## src/rtl/sha256_nonce_sequencer.sv

```systemverilog
// Nonce sequencer for a folded sha256_transform: issues one padded block per nonce every LOOP cycles,
// tracks in-flight hashes, compares each returned hash against a target and reports golden nonces.
module sha256_nonce_sequencer #(
    parameter int LOOP         = 4,
    parameter int HASH_LATENCY = 65
) (
    input  logic         clk,
    input  logic         reset,
    input  logic         work_valid,
    output logic         work_ready,
    input  logic [255:0] work_state,
    input  logic [95:0]  work_data,
    input  logic [31:0]  nonce_start,
    input  logic [31:0]  nonce_end,
    input  logic [31:0]  target,
    input  logic         abort,
    output logic         busy,
    output logic         done,
    output logic [5:0]   hs_cnt,
    output logic         hs_feedback,
    output logic [255:0] hs_state,
    output logic [511:0] hs_input,
    input  logic [255:0] tx_hash,
    output logic         golden_valid,
    input  logic         golden_ready,
    output logic [31:0]  golden_nonce,
    output logic         golden_ovf
);

    typedef enum logic [1:0] {
        ST_IDLE  = 2'd0,
        ST_RUN   = 2'd1,
        ST_DRAIN = 2'd2
    } state_t;

    localparam logic [5:0] CNT_LAST = 6'(LOOP - 1);

    state_t                    state_r;
    logic [5:0]                cnt_r;
    logic                      feedback_r;
    logic                      work_ready_r;
    logic                      busy_r;
    logic                      done_r;
    logic [255:0]              mid_r;
    logic [95:0]               data_r;
    logic [31:0]               issue_nonce_r;
    logic [31:0]               end_r;
    logic [31:0]               check_nonce_r;
    logic [31:0]               target_r;
    logic [HASH_LATENCY-1:0]   trk_r;
    logic                      golden_valid_r;
    logic [31:0]               golden_nonce_r;
    logic                      golden_ovf_r;

    logic [5:0]                cnt_next_s;
    logic                      issue_s;
    logic                      check_s;
    logic                      hit_s;
    logic                      take_s;
    logic                      unused_s;

    assign cnt_next_s = (cnt_r == CNT_LAST) ? 6'd0 : cnt_r + 6'd1;
    assign issue_s    = (state_r == ST_RUN) && (cnt_r == 6'd0);
    // The tail bit marks the cycle where tx_hash belongs to check_nonce; an abort discards that result.
    assign check_s    = trk_r[HASH_LATENCY-1] && !abort;
    assign hit_s      = check_s && (tx_hash[255:224] <= target_r);
    assign take_s     = golden_valid_r && golden_ready;
    assign unused_s   = ^tx_hash[223:0];

    assign work_ready   = work_ready_r;
    assign busy         = busy_r;
    assign done         = done_r;
    assign hs_cnt       = cnt_r;
    assign hs_feedback  = feedback_r;
    assign hs_state     = mid_r;
    assign hs_input     = {32'h0000_0280, 320'd0, 32'h8000_0000, issue_nonce_r, data_r};
    assign golden_valid = golden_valid_r;
    assign golden_nonce = golden_nonce_r;
    assign golden_ovf   = golden_ovf_r;

    // Free-running transform round counter and its feedback select.
    always_ff @(posedge clk) begin
        if (reset) begin
            cnt_r      <= 6'd0;
            feedback_r <= 1'b0;
        end else begin
            cnt_r      <= cnt_next_s;
            feedback_r <= (cnt_next_s != 6'd0);
        end
    end

    // Work-unit FSM: latches work, issues nonces, tracks in-flight hashes and signals completion.
    always_ff @(posedge clk) begin
        if (reset) begin
            state_r       <= ST_IDLE;
            work_ready_r  <= 1'b1;
            busy_r        <= 1'b0;
            done_r        <= 1'b0;
            mid_r         <= 256'd0;
            data_r        <= 96'd0;
            issue_nonce_r <= 32'd0;
            end_r         <= 32'd0;
            check_nonce_r <= 32'd0;
            target_r      <= 32'd0;
            trk_r         <= '0;
        end else if (abort) begin
            state_r      <= ST_IDLE;
            work_ready_r <= 1'b1;
            busy_r       <= 1'b0;
            done_r       <= 1'b0;
            trk_r        <= '0;
        end else begin
            done_r <= 1'b0;
            trk_r  <= {trk_r[HASH_LATENCY-2:0], issue_s};
            if (check_s) begin
                check_nonce_r <= check_nonce_r + 32'd1;
            end else begin
                check_nonce_r <= check_nonce_r;
            end
            case (state_r)
                ST_IDLE: begin
                    if (work_valid) begin
                        mid_r         <= work_state;
                        data_r        <= work_data;
                        issue_nonce_r <= nonce_start;
                        check_nonce_r <= nonce_start;
                        end_r         <= nonce_end;
                        target_r      <= target;
                        state_r       <= ST_RUN;
                        work_ready_r  <= 1'b0;
                        busy_r        <= 1'b1;
                    end else begin
                        state_r <= ST_IDLE;
                    end
                end
                ST_RUN: begin
                    // Compare before incrementing so the range may wrap through 2^32.
                    if (cnt_r == 6'd0) begin
                        issue_nonce_r <= issue_nonce_r + 32'd1;
                        if (issue_nonce_r == end_r) begin
                            state_r <= ST_DRAIN;
                        end else begin
                            state_r <= ST_RUN;
                        end
                    end else begin
                        state_r <= ST_RUN;
                    end
                end
                ST_DRAIN: begin
                    if (trk_r == '0) begin
                        state_r      <= ST_IDLE;
                        work_ready_r <= 1'b1;
                        busy_r       <= 1'b0;
                        done_r       <= 1'b1;
                    end else begin
                        state_r <= ST_DRAIN;
                    end
                end
                default: begin
                    state_r      <= ST_IDLE;
                    work_ready_r <= 1'b1;
                    busy_r       <= 1'b0;
                end
            endcase
        end
    end

    // Golden nonce holding register with sticky overflow when a hit finds it occupied.
    always_ff @(posedge clk) begin
        if (reset) begin
            golden_valid_r <= 1'b0;
            golden_nonce_r <= 32'd0;
            golden_ovf_r   <= 1'b0;
        end else if (hit_s) begin
            if (!golden_valid_r || take_s) begin
                golden_valid_r <= 1'b1;
                golden_nonce_r <= check_nonce_r;
            end else begin
                golden_ovf_r <= 1'b1;
            end
        end else if (take_s) begin
            golden_valid_r <= 1'b0;
        end else begin
            golden_valid_r <= golden_valid_r;
        end
    end

endmodule

```

## config.mk

```make
export PLATFORM = sky130hd
export DESIGN_NAME = sha256_nonce_sequencer
export DESIGN_NICKNAME = d
export VERILOG_FILES = /design/src/rtl/sha256_nonce_sequencer.sv
export SDC_FILE = /design/constraint.sdc
export NUM_CORES = 1
export LEC_CHECK = 0
export CAP_MARGIN = 20
export CORE_AREA = 4 4 583 585
export DETAILED_ROUTE_END_ITERATION = 8
export DIE_AREA = 0 0 587 589
export DONT_BUFFER_PORTS = 1
export HOLD_SLACK_MARGIN = 0.15
export PLACE_DENSITY = 0.3
export SLEW_MARGIN = 20
export SYNTH_ARGS = -nofsm -noshare
export SYNTH_HDL_FRONTEND = slang
export SYNTH_SLANG_ARGS = --single-unit
```

## constraint.sdc

```tcl
create_clock -name clk -period 3.4 [get_ports clk]
set_clock_uncertainty 0.15 [all_clocks]
set_input_delay 0.68 -clock clk [delete_from_list [all_inputs] [get_ports clk]]
set_output_delay 0.68 -clock clk [all_outputs]
set_load 0.01 [all_outputs]
```

==> impl_metrics.csv <==
group,metric,value,unit
run,max_cap_viol_count,0,
logic_synthesis,synthesis.area,0.0267,mm^2
die,fp.dieH,589,um
logic_synthesis,post-synth-top-area-fraction,44.4,%
die,rows,213,
global_routing,grt_pass1_wl,293000,um
cells_and_area,drive_gt1_share,7.89,%
cts,post-cts-setup-buffers,0,
power_and_ir_drop,vdd_drop_max,0.000349,V
timing,fin_crit,3.25,ns
drt,top_layer_used,"met5",
timing,rsz0062_at_grt,"no",
drt,drt_iter0_drc,1643,
worst_setup_path,cp_slowest_stage_delay,0.53,ns
drt,drc,0,
cts,clk_pin_slew,0.06,ns
timing,relSlewSlack,17.0,%
global_routing,grt_max_degree,143,
logic_synthesis,ys_seq_elements,591,
drt,finalWirelength,237000,um
placed_design,gp_congestion,0.872,
worst_setup_path,crit_path_cell_trace,"inv_1, ha_1, nand4_1, or4_1, buf_4, or3b_1, buf_4, o211a_1, buf_12, o211ai_1",
worst_setup_path,cp-end-kind,"register",
power_and_ir_drop,power_switching,0.00625,W
drt,firstDrtPassIters,6,
cells_and_area,layout_common_cells,"nand2_1, dfxtp_1, dlygate4sd3_1, a21oi_1, conb_1",
power_and_ir_drop,p_total,0.0201,W
timing,slew_violations,0,
logic_synthesis,synth_seq_area_share,44.4,%
power_and_ir_drop,p_clk_share,49.2,%
power_and_ir_drop,p_leak,14.0,nW
cells_and_area,seq_area,0.0118,mm^2
drt,met1_length,81200,um
placed_design,placed_area,0.0308,mm^2
die,die_area,0.346,mm^2
timing,finalSetupViolCount,0,
cells_and_area,nets,4641,
worst_setup_path,arrival,3.78,ns
die,die_x,587,um
logic_synthesis,synth_cells,3389,
cells_and_area,final_common_cell,"nand2_1",
hold_path,min_path_type,"primary input to register",
placed_design,io_buffers,0,
global_routing,grt_usage,13.1,%
cts,cts_tree,"done",
logic_synthesis,yosys-top-cells-area,"dfxtp_1, nand2_1, buf_4",
timing,hold_ws,0.271,ns
global_routing,overflow,0,
worst_setup_path,worstSetupPathType,"register to register",
worst_setup_path,startpoint_type,"register",
logic_synthesis,syn_avg_cell_area,7.87,um^2
timing,fmax,308,MHz
cells_and_area,area_delta_synth_final,48.6,%
power_and_ir_drop,powerDensity,507,mW/mm^2
global_routing,grt_antenna_before_repair,285,
die,ios,1521,
drt,wl_met3,30200,um
drt,vias,26700,
power_and_ir_drop,intPower,0.0138,W
cts,clkSinkCount,591,
cells_and_area,fin_area,0.0396,mm^2
timing,finalHoldViolations,0,
placed_design,dp_hpwl,194000,um
drt,viasPerCell,3.16,
logic_synthesis,yosysWarningCount,0,
drt,wl_met2,116000,um
worst_setup_path,crit_slowest_cell,"or4_1",
logic_synthesis,synth_top_area_cell,"dfxtp_1",
global_routing,grt_pass1_vias,25600,
logic_synthesis,synth-main-ff-cell,"dfxtp_1",
cts,clk_latency,0.81,ns
timing,finalCritPeriodShare,95.6,%
logic_synthesis,synth_edf_count,0,
timing,worst_pin_slew,1.25,ns
worst_setup_path,crit_top_cell,"buf_4",
power_and_ir_drop,pwr-share-comb,12.1,%
run_status,outcome,"finished, final reports clean",
cts,cts_root_buf,"clkbuf_16",
drt,wl_per_cell,28.1,um
die,initial_utilization,7.95,%
cts,cts_buffers,91,
power_and_ir_drop,p_seq_share,38.8,%
cts,htreeDepth,3,
cts,clk_path_buf_depth,4,
power_and_ir_drop,swShare,31.1,%
logic_synthesis,synth.distinct_cells,66,
cells_and_area,n_fill_cell,38700,
drt,antenna_left,0,
cells_and_area,multi_input_area,0.0123,mm^2
die,core,0.335,mm^2
logic_synthesis,synthArstFlopShare,0,%
worst_setup_path,crit_path_max_fanout,34,
worst_setup_path,cp.required,3.93,ns
==> synthesized netlist by cell type (3+ instances only) <==
cell type,instances
and4_1,4
nand3_1,30
nand4_1,62
nor2_1,81
nor3_1,22
a211oi_1,13
o22ai_1,15
xor2_1,31
o211ai_2,28
and2_1,69
a41oi_1,3
buf_6,4
ha_1,37
nor4_2,3
dfxtp_1,591
clkbuf_1,209
nor2b_1,37
o2111ai_1,32
inv_1,45
a21oi_1,493
or3_1,6
and3_1,14
a22oi_1,8
o32ai_1,3
o21ai_0,71
nand2_1,929
o211ai_1,6
xnor2_1,6
buf_2,6
a31oi_1,17
o22a_1,3
nor4_1,34
nand2b_1,5
a311oi_1,4
o31a_1,5
o221a_2,4
or4_1,3
buf_1,16
a21o_1,11
or2_2,4
buf_4,384
o31ai_1,10
==> timing repair <==
| action | 4_1_cts | 5_1_grt |
|---|---|---|
| pin swaps | 0 | 0 |
| resized for setup | 1 | 3 |
| setup endpoints to repair | 34 | 33 |
| endpoints found under the hold margin | 502 | 0 |
| hold buffers | 551 | 0 |
==> sequential cells by signal, indices dropped and copies added (netlist names), 2 cells and up <==
signal	count
hs_state	256
state_r	2
check_nonce_r	32
hs_cnt	6
golden_nonce	32
data_r	96
target_r	32
issue_nonce_r	32
trk_r	65
end_r	32
==> cell families (layout without fill, tap and decap cells) <==
kind of cell    count (synthesis)  count (layout)  share of synthesized area (%)
other cells                     2             447                         0.0282
xor+xnor                       37              37                           1.22
buf+inv                       665             859                           14.9
compound gates                743             743                           16.4
simple gates                 1314            1314                           21.3
fa+ha+maj                      37              37                           1.74
flops                         591             591                           44.4
==> layer usage <==
layer	vias up	global-route usage [%]
met3	597	7.47
met2	1596	23.3
met4	106	3.76
met5	-	0
li1	11700	-
met1	12700	12.9
==> path summary, 6_finish.rpt <==
kind | from | end | slack, ns | cells past startpoint
min reg2reg | trk_r[20] | trk_r[21] | 0.28 | 1
min | abort | issue_nonce_r[6] | 0.27 | 4
max | target_r[15] | golden_nonce[2] | 0.15 | 10
max reg2reg | target_r[15] | golden_nonce[2] | 0.15 | 10
==> power groups by stage <==
stage / Clock [W] / Sequential, W / Combinational (W)
2_1_floorplan: 0 / 0.00763 / 0.00136
3_3_place_gp: 0 / 0.00797 / 0.00148
3_5_place_dp: 0 / 0.00797 / 0.00149
4_1_cts: 0.0104 / 0.00782 / 0.00249
5_1_grt: 0.0105 / 0.00783 / 0.00264
6_report: 0.00988 / 0.00778 / 0.00242
==> critical path, delay by kind of cell, from the launching register on <==
family | cells | cell delay (ns)
adders and majority gates | 1 | 0.42
DFF | 1 | 0.34
and+or+nand+nor | 3 | 1.02
buffers and inverters | 4 | 0.76
AOI/OAI and AO/OA | 2 | 0.36
==> stage by stage <==
step / TNS (ns) / instances / util (%) / worst slack, ns
2_1_floorplan: 0 / 3771 / - / 0.512
3_3_place_gp: -9.94 / 7658 / 9.18 / -0.332
6_report: 0 / 8435 / 11.8 / 0.148
4_1_cts: 0 / 8372 / 11.8 / 0.0128
3_5_place_dp: -9.57 / 7658 / 9.18 / -0.323
5_1_grt: 0 / 8391 / 11.8 / 0.0541
==> layout make-up <==
class	instances	area share [%]
clock inverter	49	1.34
sequential	591	29.9
tap	4407	13.9
antenna	63	0.398
timing repair buffer	650	16.5
multi-input combinational	2515	31.2
clock buffer	114	6.32
inverter	46	0.436
(Power assumes the default switching activity.)
